`config.mk`:
```
export PLATFORM = sky130hd
export DESIGN_NAME = dmem_ctrl
export DESIGN_NICKNAME = d
export VERILOG_FILES = /design/src/rtl/dmem_ctrl.sv
export SDC_FILE = /design/constraint.sdc
export NUM_CORES = 1
export LEC_CHECK = 0
export CAP_MARGIN = 20
export CORE_ASPECT_RATIO = 0.6
export CORE_MARGIN = 2
export CORE_UTILIZATION = 35
export CTS_BUF_LIST = sky130_fd_sc_hd__clkbuf_16
export DETAILED_ROUTE_END_ITERATION = 16
export PLACE_DENSITY = 0.88
export SYNTH_ARGS = -nofsm -noshare
export SYNTH_HDL_FRONTEND = slang
export SYNTH_SLANG_ARGS = --single-unit
```
`constraint.sdc`:
```
create_clock -name clk -period 2.7 [get_ports clk]
set_clock_uncertainty 0.05 [all_clocks]
set_input_delay 0.81 -clock clk [delete_from_list [all_inputs] [get_ports clk]]
set_output_delay 0.81 -clock clk [all_outputs]
set_load 0.02 [all_outputs]
```
`src/rtl/dmem_ctrl.sv`:
```
`default_nettype none
// ============================================================================
// Module   : dmem_ctrl
// Purpose  : Two-port arbiter and access sequencer in front of a word-wide
//            data memory (1 read port, 1 write port, 1-cycle read latency).
//            Handles byte/halfword lanes, load extension and read-modify-write
//            for sub-word stores. The memory only sees word accesses.
// Ports    : clk, rst (async, active-low)
//            reqN_valid/ready/we/addr/wdata/size  request ports (N=0,1)
//            rspN_valid/rdata/err                 completion pulses
//            mem_rd_addr/mem_rd_data              memory read port
//            mem_wr_addr/mem_wr_data/mem_we       memory write port
// Config   : DMEM_RR_EN defined -> round-robin grant, else port 0 priority.
// Revision : 1.0 - initial release
// ============================================================================
module dmem_ctrl #(
    parameter int DEPTH = 4
) (
    input  logic        clk,
    input  logic        rst,
    input  logic        req0_valid,
    output logic        req0_ready,
    input  logic        req0_we,
    input  logic [31:0] req0_addr,
    input  logic [31:0] req0_wdata,
    input  logic [2:0]  req0_size,
    output logic        rsp0_valid,
    output logic [31:0] rsp0_rdata,
    output logic        rsp0_err,
    input  logic        req1_valid,
    output logic        req1_ready,
    input  logic        req1_we,
    input  logic [31:0] req1_addr,
    input  logic [31:0] req1_wdata,
    input  logic [2:0]  req1_size,
    output logic        rsp1_valid,
    output logic [31:0] rsp1_rdata,
    output logic        rsp1_err,
    output logic [31:0] mem_rd_addr,
    input  logic [31:0] mem_rd_data,
    output logic [31:0] mem_wr_addr,
    output logic [31:0] mem_wr_data,
    output logic        mem_we
);

    typedef enum logic [2:0] {
        S_IDLE  = 3'd0,
        S_RD    = 3'd1,
        S_LOAD  = 3'd2,
        S_WRITE = 3'd3,
        S_ERR   = 3'd4
    } state_t;

    state_t      state_q, state_d;
    logic        port_q;
    logic        we_q;
    logic [31:0] addr_q;
    logic [31:0] wdata_q;
    logic [2:0]  size_q;

    // Port selected in IDLE (0 or 1).
    logic        gnt;

`ifdef DMEM_RR_EN
    // Port that wins the next tie; flips to the other port on each accept.
    logic        prio_q;

    always_comb begin
        if (req0_valid && req1_valid) gnt = prio_q;
        else                          gnt = ~req0_valid & req1_valid;
    end
`else
    always_comb begin
        gnt = ~req0_valid & req1_valid;
    end
`endif

    logic        sel_valid;
    logic        sel_we;
    logic [31:0] sel_addr;
    logic [31:0] sel_wdata;
    logic [2:0]  sel_size;
    logic        idle;
    logic        accept;
    logic        sel_err;
    logic        size_ok;
    logic        align_ok;
    logic        range_ok;

    assign idle       = (state_q == S_IDLE);
    assign sel_valid  = gnt ? req1_valid : req0_valid;
    assign sel_we     = gnt ? req1_we    : req0_we;
    assign sel_addr   = gnt ? req1_addr  : req0_addr;
    assign sel_wdata  = gnt ? req1_wdata : req0_wdata;
    assign sel_size   = gnt ? req1_size  : req0_size;
    assign accept     = idle & sel_valid;
    assign req0_ready = idle & ~gnt;
    assign req1_ready = idle &  gnt;

    always_comb begin
        size_ok = 1'b0;
        case (sel_size)
            3'b000, 3'b001, 3'b010: size_ok = 1'b1;
            3'b100, 3'b101:         size_ok = ~sel_we; // unsigned stores do not exist
            default:                size_ok = 1'b0;
        endcase
        align_ok = 1'b1;
        case (sel_size[1:0])
            2'b01:   align_ok = ~sel_addr[0];
            2'b10:   align_ok = (sel_addr[1:0] == 2'b00);
            default: align_ok = 1'b1;
        endcase
        range_ok = (sel_addr[31:2] < 30'(DEPTH));
        sel_err  = ~(size_ok & align_ok & range_ok);
    end

    always_comb begin
        state_d = state_q;
        case (state_q)
            S_IDLE: begin
                if (accept) begin
                    if (sel_err)                             state_d = S_ERR;
                    else if (sel_we && sel_size == 3'b010)   state_d = S_WRITE;
                    else                                     state_d = S_RD;
                end
            end
            S_RD:    state_d = we_q ? S_WRITE : S_LOAD;
            S_LOAD:  state_d = S_IDLE;
            S_WRITE: state_d = S_IDLE;
            S_ERR:   state_d = S_IDLE;
            default: state_d = S_IDLE;
        endcase
    end

    always_ff @(posedge clk or negedge rst) begin
        if (!rst) begin
            state_q <= S_IDLE;
            port_q  <= 1'b0;
            we_q    <= 1'b0;
            addr_q  <= 32'd0;
            wdata_q <= 32'd0;
            size_q  <= 3'd0;
`ifdef DMEM_RR_EN
            prio_q  <= 1'b0;
`endif
        end else begin
            state_q <= state_d;
            if (accept) begin
                port_q  <= gnt;
                we_q    <= sel_we;
                addr_q  <= sel_addr;
                wdata_q <= sel_wdata;
                size_q  <= sel_size;
`ifdef DMEM_RR_EN
                prio_q  <= ~gnt;
`endif
            end
        end
    end

    // Lane selection from the word returned by memory.
    logic [7:0]  lane_b;
    logic [15:0] lane_h;
    logic [31:0] load_data;
    logic [31:0] merge_data;

    always_comb begin
        case (addr_q[1:0])
            2'd0:    lane_b = mem_rd_data[7:0];
            2'd1:    lane_b = mem_rd_data[15:8];
            2'd2:    lane_b = mem_rd_data[23:16];
            default: lane_b = mem_rd_data[31:24];
        endcase
        lane_h = addr_q[1] ? mem_rd_data[31:16] : mem_rd_data[15:0];

        case (size_q)
            3'b000:  load_data = {{24{lane_b[7]}}, lane_b};
            3'b100:  load_data = {24'd0, lane_b};
            3'b001:  load_data = {{16{lane_h[15]}}, lane_h};
            3'b101:  load_data = {16'd0, lane_h};
            3'b010:  load_data = mem_rd_data;
            default: load_data = 32'd0;
        endcase

        // Read-modify-write: keep the fetched word, replace the addressed lane.
        merge_data = mem_rd_data;
        if (size_q[1:0] == 2'b00) begin
            case (addr_q[1:0])
                2'd0:    merge_data[7:0]   = wdata_q[7:0];
                2'd1:    merge_data[15:8]  = wdata_q[7:0];
                2'd2:    merge_data[23:16] = wdata_q[7:0];
                default: merge_data[31:24] = wdata_q[7:0];
            endcase
        end else if (size_q[1:0] == 2'b01) begin
            if (addr_q[1]) merge_data[31:16] = wdata_q[15:0];
            else           merge_data[15:0]  = wdata_q[15:0];
        end else begin
            merge_data = wdata_q;
        end
    end

    logic        done;
    logic [31:0] rsp_rdata;
    logic        rsp_err;

    always_comb begin
        mem_rd_addr = 32'd0;
        mem_wr_addr = 32'd0;
        mem_wr_data = 32'd0;
        mem_we      = 1'b0;
        done        = 1'b0;
        rsp_rdata   = 32'd0;
        rsp_err     = 1'b0;
        case (state_q)
            S_RD: mem_rd_addr = {addr_q[31:2], 2'b00};
            S_LOAD: begin
                done      = 1'b1;
                rsp_rdata = load_data;
            end
            S_WRITE: begin
                done        = 1'b1;
                mem_we      = 1'b1;
                mem_wr_addr = {addr_q[31:2], 2'b00};
                mem_wr_data = merge_data;
            end
            S_ERR: begin
                done    = 1'b1;
                rsp_err = 1'b1;
            end
            default: ;
        endcase
    end

    assign rsp0_valid = done & ~port_q;
    assign rsp1_valid = done &  port_q;
    assign rsp0_rdata = port_q ? 32'd0 : rsp_rdata;
    assign rsp1_rdata = port_q ? rsp_rdata : 32'd0;
    assign rsp0_err   = rsp_err & ~port_q;
    assign rsp1_err   = rsp_err &  port_q;

endmodule
`default_nettype wire

```
==> results of run 1 <==
-- cells in the mapped netlist (10+ instances only) --
library cell and instances:
a21oi_1 44, and2_1 62, buf_2 19, buf_4 10, clkbuf_1 28, dfrtp_1 72, mux2_2 18, mux2i_1 85
nand2_1 98, nor2_1 55, nor2b_1 10, nor3_1 31, nor4_1 14, o21ai_0 70
-- per-stage QoR --
stage | hold slack (ns) | setup TNS, ns | instances
finish | 0.383 | -33.44 | 1366
global route | 0.417 | -37.46 | 1365
CTS | 0.401 | -25.97 | 1356
detailed placement | 0.421 | -81.34 | 1304
global placement | 0.410 | -79.27 | 1304
floorplan | 0.398 | -1.40 | 708
-- metal layers --
metal	up-vias	routed length (um)	GRT usage
met2	417	13500	0.491
met4	0	938	0.0836
met1	3638	12600	0.421
met5	-	0	0
met3	92	2850	0.114
li1	3389	-	-
-- kinds of logic (layout without fill, tap and decap cells) --
family / count (synthesis) / count (layout) / share of synthesized area
simple gates: 289 / 289 / 0.246
compound gates: 168 / 168 / 0.185
mux: 104 / 104 / 0.189
flops: 72 / 72 / 0.316
buf+inv: 68 / 515 / 0.0568
fa+ha+maj: 3 / 3 / 0.00659
other cells: 1 / 6 / 0.000658
-- state kept, by name, indices dropped and copies added (netlist names) --
name,flops
addr_q,32
port_q,1
we_q,1
state_q,3
wdata_q,32
size_q,3
-- power breakdown --
| part | internal, uW | switching [uW] |
|---|---|---|
| clock | 620 | 491 |
| sequential | 1280 | 186 |
| combinational | 1390 | 1320 |
| total | 3290 | 2000 |
-- what timing repair did --
item	in CTS	in global routing
cloned	3	1
setup endpoints to repair	162	133
setup buffers	38	17
pin swaps	35	41
resized for setup	714	232
-- final timing paths --
kind | endpoint | slack [ns] | cells after the start
setup / recovery | rsp1_rdata[5] | -0.58 | 11
hold / removal | addr_q[2] | 0.38 | 1
setup reg to reg | state_q[1] | 0.88 | 6
hold reg to reg | wdata_q[29] | 0.43 | 2
max in group asynchronous | size_q[1] | 1.62 | 2
min in group clk | wdata_q[29] | 0.43 | 2
-- layout make-up --
cell class                 instances  area, um2
timing repair buffer             491       4620
fill                            1135       4540
multi-input combinational        568       4540
sequential                        72       1810
tap                              209        262
clock buffer                       9        225
clock inverter                     6       45.0
inverter                           9       33.8
antenna                            2       5.00
==> impl_metrics.py, run 1 <==
metrics = {
    "outcome": {
        "status": "finished, violations left",
        "violations": "negative setup slack",
    },
    "timing": {
        "max_freq_mhz": 305,
        "rsz0062_at_grt": "true",
        "fin_ws_ns": -0.580,
        "final_max_slew_viol_count": 0,
        "final-setup-viol-count": 96,
        "fin_crit_sh": 1.21,
        "finalHoldViolCount": 0,
        "min_period_ns": 3.28,
    },
    "placed_design": {
        "post_dp_cell_area_um2": 10000,
        "hpwl_um": 21100,
        "gp_congestion": 0.982,
        "dpl_worst_slack_ns": -1.28,
        "port_buffers": 334,
    },
    "yosys": {
        "yosysTopAreaCellShare": 0.316,
        "syn_area_um2": 5700,
        "ys_seq_area_frac": 0.316,
        "ys.flop_type": "dfrtp_1",
        "synth_edf_count": 0,
        "synth_cells": 705,
        "syn_area_per_cell_um2": 8.09,
        "synthTopCellsByArea": "dfrtp_1 32%, mux2i_1 15%, and2_1 6.8%",
        "yosysUniqueCellTypes": 45,
        "synthArstFlopShare": 1.00,
        "synth_top_area_cell": "dfrtp_1",
        "ys_seq_elements": 72,
        "yosysWarnings": 0,
    },
    "final_layout": {
        "final_area_um2": 11500,
        "area_growth_syn_to_layout_pct": 102,
        "layout_common_cells": "146 x clkdlybuf4s50_1, 136 x buf_4, 94 x nand2_1",
        "fin_nets": 1326,
        "layout_commonest_cell": "clkdlybuf4s50_1",
        "drive_above_1_share": 0.389,
        "final_core_util": 0.717,
    },
    "floorplanning": {
        "pin_count": 339,
        "fp.dieW_um": 169,
        "die_y_um": 103,
        "initial_core_util": 0.354,
        "core_um2": 16100,
        "dieArea_um2": 17400,
        "rows": 36,
    },
    "setup_path": {
        "start_kind": "flip-flop",
        "path_cells": "buf_6 -> nand2b_4 -> buf_8 -> buf_8 -> mux2_4 -> a21oi_4 -> a2bb2oi_2 -> buf_4 -> buf_6 -> nor3_4 -> buf_6",
        "crit_path_top_delay_cell": "dfrtp_2",
        "critical_path.most_common_cell": "buf_6",
        "cp_num_buf_inv": 6,
        "arrival_ns": 2.42,
        "crit_type": "reg -> out",
        "crit_family": "buffers and inverters",
        "critPathCaptureType": "output port",
        "cp_slowest_stage_delay_ns": 0.45,
        "cp_max_fo": 4,
        "critPathRequiredTime_ns": 1.84,
        "crit_start": "size_q[0]",
        "rr_startpoint": "state_q[1]",
    },
    "power": {
        "p_leak_uw": 0.00541,
        "p_total_uw": 5290,
        "power_density_nw_per_um2": 459,
        "vdd_drop_max_uv": 257,
    },
    "drt": {
        "drtAntennaViolNets": 0,
        "drt-vias-per-instance": 5.52,
        "detail_route.wl_per_cell_um": 21.9,
        "num_vias": 7536,
        "finalWirelength_um": 29900,
        "drt_iter0_drc": 553,
        "dr.pass1.iters": 5,
        "drc": 0,
    },
    "global_route": {
        "grt_max_degree": 75,
        "first_global_vias": 7326,
        "grt.overflow.total": 0,
        "grt_pass1_wl_um": 41700,
        "grt.total_usage": 0.316,
        "antenna_found_initial": 2,
    },
    "clock_network": {
        "clockBufferDepth": 2,
        "cts_hold_buffers": 0,
        "cts.clk_slew.worst_paths_ns": 0.06,
        "clock_latency_ns": 0.32,
        "cts_buffers": 9,
        "cts_tree": "yes",
        "cts.sinks": 72,
        "ctsRootBufferMaster": "clkbuf_16",
        "h-tree-depth": 3,
    },
    "run": {
        "maxCapViolCount": 0,
    },
    "min_path": {
        "worstHoldPathType": "in -> async",
    },
}
Power figures use the tool's default switching activity.
==> inputs of run 2 (changes only) <==
--- a/config.mk
+++ b/config.mk
@@ -10,7 +10,9 @@
 export CORE_MARGIN = 2
 export CORE_UTILIZATION = 35
 export CTS_BUF_LIST = sky130_fd_sc_hd__clkbuf_16
+export CTS_CLUSTER_DIAMETER = 40
 export DETAILED_ROUTE_END_ITERATION = 16
+export GPL_ROUTABILITY_DRIVEN = 0
 export PLACE_DENSITY = 0.88
 export SYNTH_ARGS = -nofsm -noshare
 export SYNTH_HDL_FRONTEND = slang
==> run 2 against run 1 <==
Against the previous run: the flow still finishes with violations (negative setup slack); combinational power increased by 6%; non-clock buffer count increased by 10; die area unchanged; final cell count increased by 0.73%; register-to-register slack got worse by 0.05 ns; maximum frequency increased by 3.7%; hold slack improved by 0.012 ns; routed wire length increased by 4.1%; worst setup slack improved by 0.12 ns; clock power increased by 28%; sequential share of layout area decreased by 0.30 points; critical path depth decreased by 1; critical endpoint is now rsp0_rdata[3]; largest cell class unchanged.
==> impl_metrics.py, run 2 (synthesis gave the netlist of run 1 again) <==
metrics = {
    "timing": {
        "fin_ws_ns": -0.463,
        "min_period_ns": 3.16,
        "finalHoldViolCount": 0,
        "tns_ns": -27.54,
        "max_slew_margin": 0.652,
        "final_max_slew_viol_count": 0,
        "rsz0062_at_grt": "true",
        "fin_crit_sh": 1.17,
        "max_freq_mhz": 316,
        "final-setup-viol-count": 96,
        "tightest_slew_ns": 0.522,
    },
    "setup_path": {
        "rr_startpoint": "state_q[1]",
        "ff2ff_setup_slack_ns": 0.83,
        "crit_family": "buffers and inverters",
        "cp_max_fo": 6,
        "critPathRequiredTime_ns": 1.84,
        "arrival_ns": 2.30,
        "crit_type": "reg -> out",
        "path_cells": "and2b_1 -> buf_12 -> buf_8 -> buf_4 -> and3_4 -> a21oi_4 -> a2bb2oi_4 -> buf_6 -> nor3_2 -> buf_4",
        "critical_path.most_common_cell": "buf_4",
        "start_kind": "flip-flop",
        "r2r-end": "wdata_q[3]",
        "cp_num_buf_inv": 5,
        "crit_path_top_delay_cell": "dfrtp_1",
        "cp_slowest_stage_delay_ns": 0.44,
        "critPathCaptureType": "output port",
        "r2r.worst_path.cells": 6,
    },
    "clock_network": {
        "cts_buffers": 9,
        "clock_latency_ns": 0.32,
        "cts_tree": "yes",
        "h-tree-depth": 3,
        "cts.sinks": 72,
        "ctsRootBufferMaster": "clkbuf_16",
        "cts.clk_slew.worst_paths_ns": 0.06,
        "clockBufferDepth": 2,
    },
    "global_route": {
        "first_global_vias": 7278,
        "antenna_found_initial": 1,
        "met3_usage": 0.112,
        "grt_pass1_wl_um": 41200,
        "grt_max_degree": 71,
        "grt.overflow.total": 0,
        "gr-usage-met2": 0.481,
        "busiest_layer": "met2",
        "grt.total_usage": 0.311,
        "grtUsageMet1": 0.413,
    },
    "final_layout": {
        "drive_above_1_share": 0.403,
        "layout_commonest_cell": "clkdlybuf4s50_1",
        "layout_common_cells": "147 x clkdlybuf4s50_1, 141 x buf_4, 91 x nand2_1",
        "final_core_util": 0.731,
        "largestRegisters": "addr_q x32, wdata_q x32",
        "fillerInstances": 1118,
        "final_area_um2": 11800,
        "fin_nets": 1336,
        "area_growth_syn_to_layout_pct": 106,
    },
    "power": {
        "comb_power_share": 0.498,
        "p_total_uw": 5740,
        "p_int_uw": 3660,
        "power_density_nw_per_um2": 488,
        "p_sw_frac": 0.362,
        "vdd_drop_max_uv": 273,
        "p_leak_uw": 0.00552,
        "seqPwrFrac": 0.255,
        "p_switching_uw": 2080,
        "pwr-share-clk": 0.247,
    },
    "outcome": {
        "status": "finished, violations left",
        "violations": "negative setup slack",
    },
    "drt": {
        "finalWirelength_um": 31200,
        "drtAntennaViolNets": 0,
        "drc": 0,
        "drt-vias-per-instance": 5.65,
        "dr.pass1.iters": 5,
        "drt_iter0_drc": 630,
        "detail_route.wl_per_cell_um": 22.7,
        "num_vias": 7780,
    },
    "floorplanning": {
        "dieArea_um2": 17400,
        "die_y_um": 103,
        "initial_core_util": 0.354,
        "fp.dieW_um": 169,
        "pin_count": 339,
        "rows": 36,
        "core_um2": 16100,
    },
    "min_path": {
        "worstHoldPathType": "in -> async",
    },
    "placed_design": {
        "post_dp_cell_area_um2": 10000,
        "port_buffers": 334,
        "hpwl_um": 20800,
    },
    "run": {
        "maxCapViolCount": 0,
    },
}
## run 2: changes by cell type in the layout (fill, tap and decap cells not counted), sizes merged
cell / before / now
inv: 10 / 11
clkdlybuf4s15: 12 / 3
clkinvlp: 3 / 0
dlygate4sd2: 51 / 49
clkbuf: 30 / 41
diode: 2 / 1
clkdlybuf4s50: 146 / 147
buf: 259 / 268
bufinv: 0 / 3
## run 2: power groups by stage
| stage | Clock [uW] | Sequential [uW] | Combinational [uW] |
|---|---|---|---|
| finish | 1420 | 1460 | 2860 |
| global route | 1490 | 1480 | 2990 |
| CTS | 1440 | 1440 | 2350 |
| detailed placement | 0 | 1450 | 1820 |
| global placement | 0 | 1440 | 1770 |
| floorplan | 0 | 1400 | 910 |
## run 2: metal layers
metal | part of all wire | vias to the layer above | wire [um]
met5 | 0.00032 | - | 10
met4 | 0.042 | 2 | 1300
met3 | 0.097 | 134 | 3030
met2 | 0.45 | 511 | 14200
met1 | 0.41 | 3720 | 12700
li1 | - | 3413 | -
## run 2: area by class of cell
cell class                 count  area (um2)  share of cell area
tap                          209         262              0.0223
clock buffer                   9         225              0.0192
antenna                        1        2.50            0.000213
multi-input combinational    568        4580               0.390
sequential                    72        1810               0.154
timing repair buffer         501        4710               0.400
inverter                       9        41.3             0.00351
clock inverter                 7         128              0.0109
## run 2: worst max-delay path by stage
stage	startpoint	end	slack, ns	depth (start not counted)
after floorplan	mem_rd_data[31]	rsp0_rdata[10]	-0.10	5
after global placement	mem_rd_data[23]	rsp0_rdata[13]	-1.19	6
after detailed placement	mem_rd_data[23]	rsp0_rdata[14]	-1.24	6
after CTS	size_q[0]	rsp1_rdata[0]	-0.43	11
after global routing	size_q[0]	rsp0_rdata[5]	-0.50	10
final	size_q[0]	rsp0_rdata[3]	-0.46	10
## run 2: metrics by stage
| step | hold slack, ns | worst slack (ns) | cells |
|---|---|---|---|
| final | 0.395 | -0.463 | 1376 |
| after global routing | 0.424 | -0.499 | 1375 |
| after CTS | 0.406 | -0.425 | 1354 |
| after detailed placement | 0.421 | -1.24 | 1304 |
| after global placement | 0.411 | -1.19 | 1304 |
| after floorplan | 0.398 | -0.104 | 708 |
## run 2: timing repair
action / CTS / global route
pin swaps: 28 / 42
hold buffers: 0 / 0
cloned: 3 / 2
buffers inserted: 36 / 31
endpoints found under the setup margin: 163 / 134
gates resized for setup: 722 / 257
==> inputs of run 3 (changes only) <==
--- a/config.mk
+++ b/config.mk
@@ -5,15 +5,18 @@
 export SDC_FILE = /design/constraint.sdc
 export NUM_CORES = 1
 export LEC_CHECK = 0
+export ABC_AREA = 1
+export ABC_CLOCK_PERIOD_IN_PS = 2700
 export CAP_MARGIN = 20
 export CORE_ASPECT_RATIO = 0.6
 export CORE_MARGIN = 2
-export CORE_UTILIZATION = 35
+export CORE_UTILIZATION = 36
 export CTS_BUF_LIST = sky130_fd_sc_hd__clkbuf_16
 export CTS_CLUSTER_DIAMETER = 40
+export CTS_CLUSTER_SIZE = 8
 export DETAILED_ROUTE_END_ITERATION = 16
 export GPL_ROUTABILITY_DRIVEN = 0
-export PLACE_DENSITY = 0.88
+export PLACE_DENSITY = 0.87
 export SYNTH_ARGS = -nofsm -noshare
 export SYNTH_HDL_FRONTEND = slang
 export SYNTH_SLANG_ARGS = --single-unit
==> run 3 against run 2 <==
Against the previous run: the flow still finishes with violations (negative setup slack); critical path type unchanged; core utilization is 4.6 points lower; worst setup slack got worse by 0.038 ns; area after synthesis rose by 10%; routed wire length is 7.7% higher; critical path depth decreased by 1; sequential share of layout area barely moved.
==> impl_metrics.py, run 3 <==
metrics = {
    "setup_path": {
        "rr_startpoint": "state_q[1]",
        "cp_max_fo": 5,
        "crit_start": "addr_q[1]",
        "r2r-end": "wdata_q[16]",
        "critPathCaptureType": "output port",
        "critPathRequiredTime_ns": 1.84,
        "arrival_ns": 2.34,
        "start_kind": "flip-flop",
        "crit_type": "reg -> out",
        "ff2ff_setup_slack_ns": 0.87,
        "r2r.worst_path.cells": 10,
    },
    "yosys": {
        "syn_area_per_cell_um2": 6.05,
        "yosysWarnings": 0,
        "synthArstFlopShare": 1.00,
        "ys_seq_elements": 72,
        "synth_cells": 1041,
        "ys_seq_area_frac": 0.286,
        "synth_edf_count": 0,
        "ys.flop_type": "dfrtp_1",
        "synth_top_area_cell": "dfrtp_1",
        "synthTopCellsByArea": "dfrtp_1 29%, nand2_1 15%, nor2_1 13%",
        "yosysTopAreaCellShare": 0.286,
        "synth.most_common_cell": "nand2_1",
        "synth_common_cells": "249 x nand2_1, 220 x nor2_1, 127 x inv_1, 89 x o21ai_0, 72 x dfrtp_1",
        "yosysUniqueCellTypes": 39,
        "syn_area_um2": 6290,
    },
    "final_layout": {
        "drive_above_1_share": 0.355,
        "fillerInstances": 1379,
        "diodes": 0,
        "largestRegisters": "addr_q x32, wdata_q x32",
        "multiInputGateArea_um2": 4410,
        "final_area_um2": 11700,
        "seq_area_um2": 1810,
        "layout_commonest_cell": "nand2_1",
        "layout_common_cells": "224 x nand2_1, 190 x nor2_1, 147 x buf_4",
        "fin_nets": 1639,
        "area_growth_syn_to_layout_pct": 86.5,
    },
    "global_route": {
        "first_global_vias": 8493,
        "grt_max_degree": 38,
        "grt.overflow.total": 0,
        "grt.total_usage": 0.314,
        "antenna_found_initial": 0,
        "grt_pass1_wl_um": 45600,
    },
    "clock_network": {
        "cts_buffers": 9,
        "clock_latency_ns": 0.33,
        "cts_tree": "yes",
        "ctsRootBufferMaster": "clkbuf_16",
        "h-tree-depth": 3,
        "clockBufferDepth": 2,
        "cts.clk_slew.worst_paths_ns": 0.07,
        "cts.sinks": 72,
    },
    "placed_design": {
        "hpwl_um": 22600,
        "port_buffers": 334,
        "dpl_worst_slack_ns": -1.30,
        "post_dp_cell_area_um2": 10400,
    },
    "timing": {
        "fin_crit_sh": 1.19,
        "final-setup-viol-count": 96,
        "fin_ws_ns": -0.501,
        "finalHoldViolCount": 0,
        "max_freq_mhz": 312,
        "rsz0062_at_grt": "true",
        "final_max_slew_viol_count": 0,
        "min_period_ns": 3.20,
    },
    "drt": {
        "finalWirelength_um": 33600,
        "drt_iter0_drc": 1122,
        "drtAntennaViolNets": 0,
        "detail_route.wl_per_cell_um": 19.7,
        "dr.pass1.iters": 7,
        "num_vias": 9369,
        "drt-vias-per-instance": 5.50,
        "drc": 0,
    },
    "floorplanning": {
        "dieArea_um2": 18600,
        "rows": 37,
        "die_y_um": 106,
        "core_um2": 17100,
        "initial_core_util": 0.367,
        "fp.dieW_um": 175,
        "pin_count": 339,
    },
    "outcome": {
        "status": "finished, violations left",
        "violations": "negative setup slack",
    },
    "power": {
        "p_leak_uw": 0.00579,
        "vdd_drop_max_uv": 286,
        "power_density_nw_per_um2": 467,
    },
    "run": {
        "maxCapViolCount": 0,
    },
    "min_path": {
        "worstHoldPathType": "in -> async",
    },
}
run 3: cell count changes in the layout (fill, tap and decap cells not counted), moves of 22 or more:
cell     delta
nand2_1   +133
o31ai_1    +24
mux2i_1    -77
inv_2      +25
o21ai_1    +43
nor2_1    +142
a21oi_1    +24
o21ai_0    -22
and2_1     -61
inv_1      +97
o21ai_2    +27
run 3: cell families (layout without fill, tap and decap cells):
kind of cell | count (synthesis) | in the layout | synth area share
muxes | 6 | 6 | 0.00954
DFF | 72 | 72 | 0.286
AOI/OAI and AO/OA | 251 | 252 | 0.245
and+or+nand+nor | 499 | 499 | 0.315
other | 1 | 4 | 0.000596
buffers and inverters | 209 | 633 | 0.138
adders and majority gates | 3 | 3 | 0.00596
run 3: how the worst max path moves through the flow:
stage | end
detailed placement | rsp0_rdata[21]
global placement | rsp0_rdata[25]
finish | mem_wr_data[22]
global route | mem_wr_data[22]
CTS | rsp0_rdata[10]
floorplan | rsp0_rdata[27]
run 3: what timing repair did:
| item | 4_1_cts | 5_1_grt |
|---|---|---|
| pin swaps | 59 | 40 |
| gates resized for setup | 810 | 254 |
| endpoints found under the setup margin | 163 | 159 |
| hold buffers | 0 | 0 |
| cloned | 3 | 4 |
| buffers inserted | 31 | 16 |
| hold endpoints to repair | 0 | 0 |
run 3: critical path: stages (launching register included):
cell        delay [ns]
dfrtp_2           0.43
buf_6             0.13
clkinvlp_4        0.17
buf_6             0.18
buf_4             0.13
buf_6             0.12
a21oi_4           0.15
o21ai_2           0.09
a31oi_2           0.39
buf_4             0.22
run 3: power by group:
part | switching (uW) | internal, uW | total (uW)
clock network | 536 | 642 | 1180
logic | 1560 | 1240 | 2810
registers | 214 | 1280 | 1500
total | 2310 | 3170 | 5480
run 3: metal layers:
metal  vias up  GRT usage  routed length (um)
li1       4174          -                   -
met1      4276      0.400               12700
met2       706      0.490               14500
met3       211      0.127                4450
met4         2     0.0935                1880
met5         -          0                  45
run 3: area by class of cell:
cell class                 instances  share of cell area
tap                              234              0.0249
timing repair buffer             476               0.372
clock inverter                     7             0.00533
clock buffer                       9              0.0192
inverter                         139              0.0476
sequential                        72               0.154
multi-input combinational        764               0.376
timing repair inverter             2             0.00117
run 3: per-stage QoR:
step | cells | util | total power, uW | hold WS (ns) | setup TNS (ns)
after global routing | 1703 | 0.685 | 5740 | 0.409 | -25.28
after global placement | 1638 | 0.609 | 3280 | 0.406 | -84.98
after CTS | 1687 | 0.655 | 4940 | 0.397 | -9.69
final | 1703 | 0.685 | 5480 | 0.376 | -20.70
after detailed placement | 1638 | 0.609 | 3340 | 0.413 | -88.74
after floorplan | 1044 | - | 2500 | 0.392 | 0
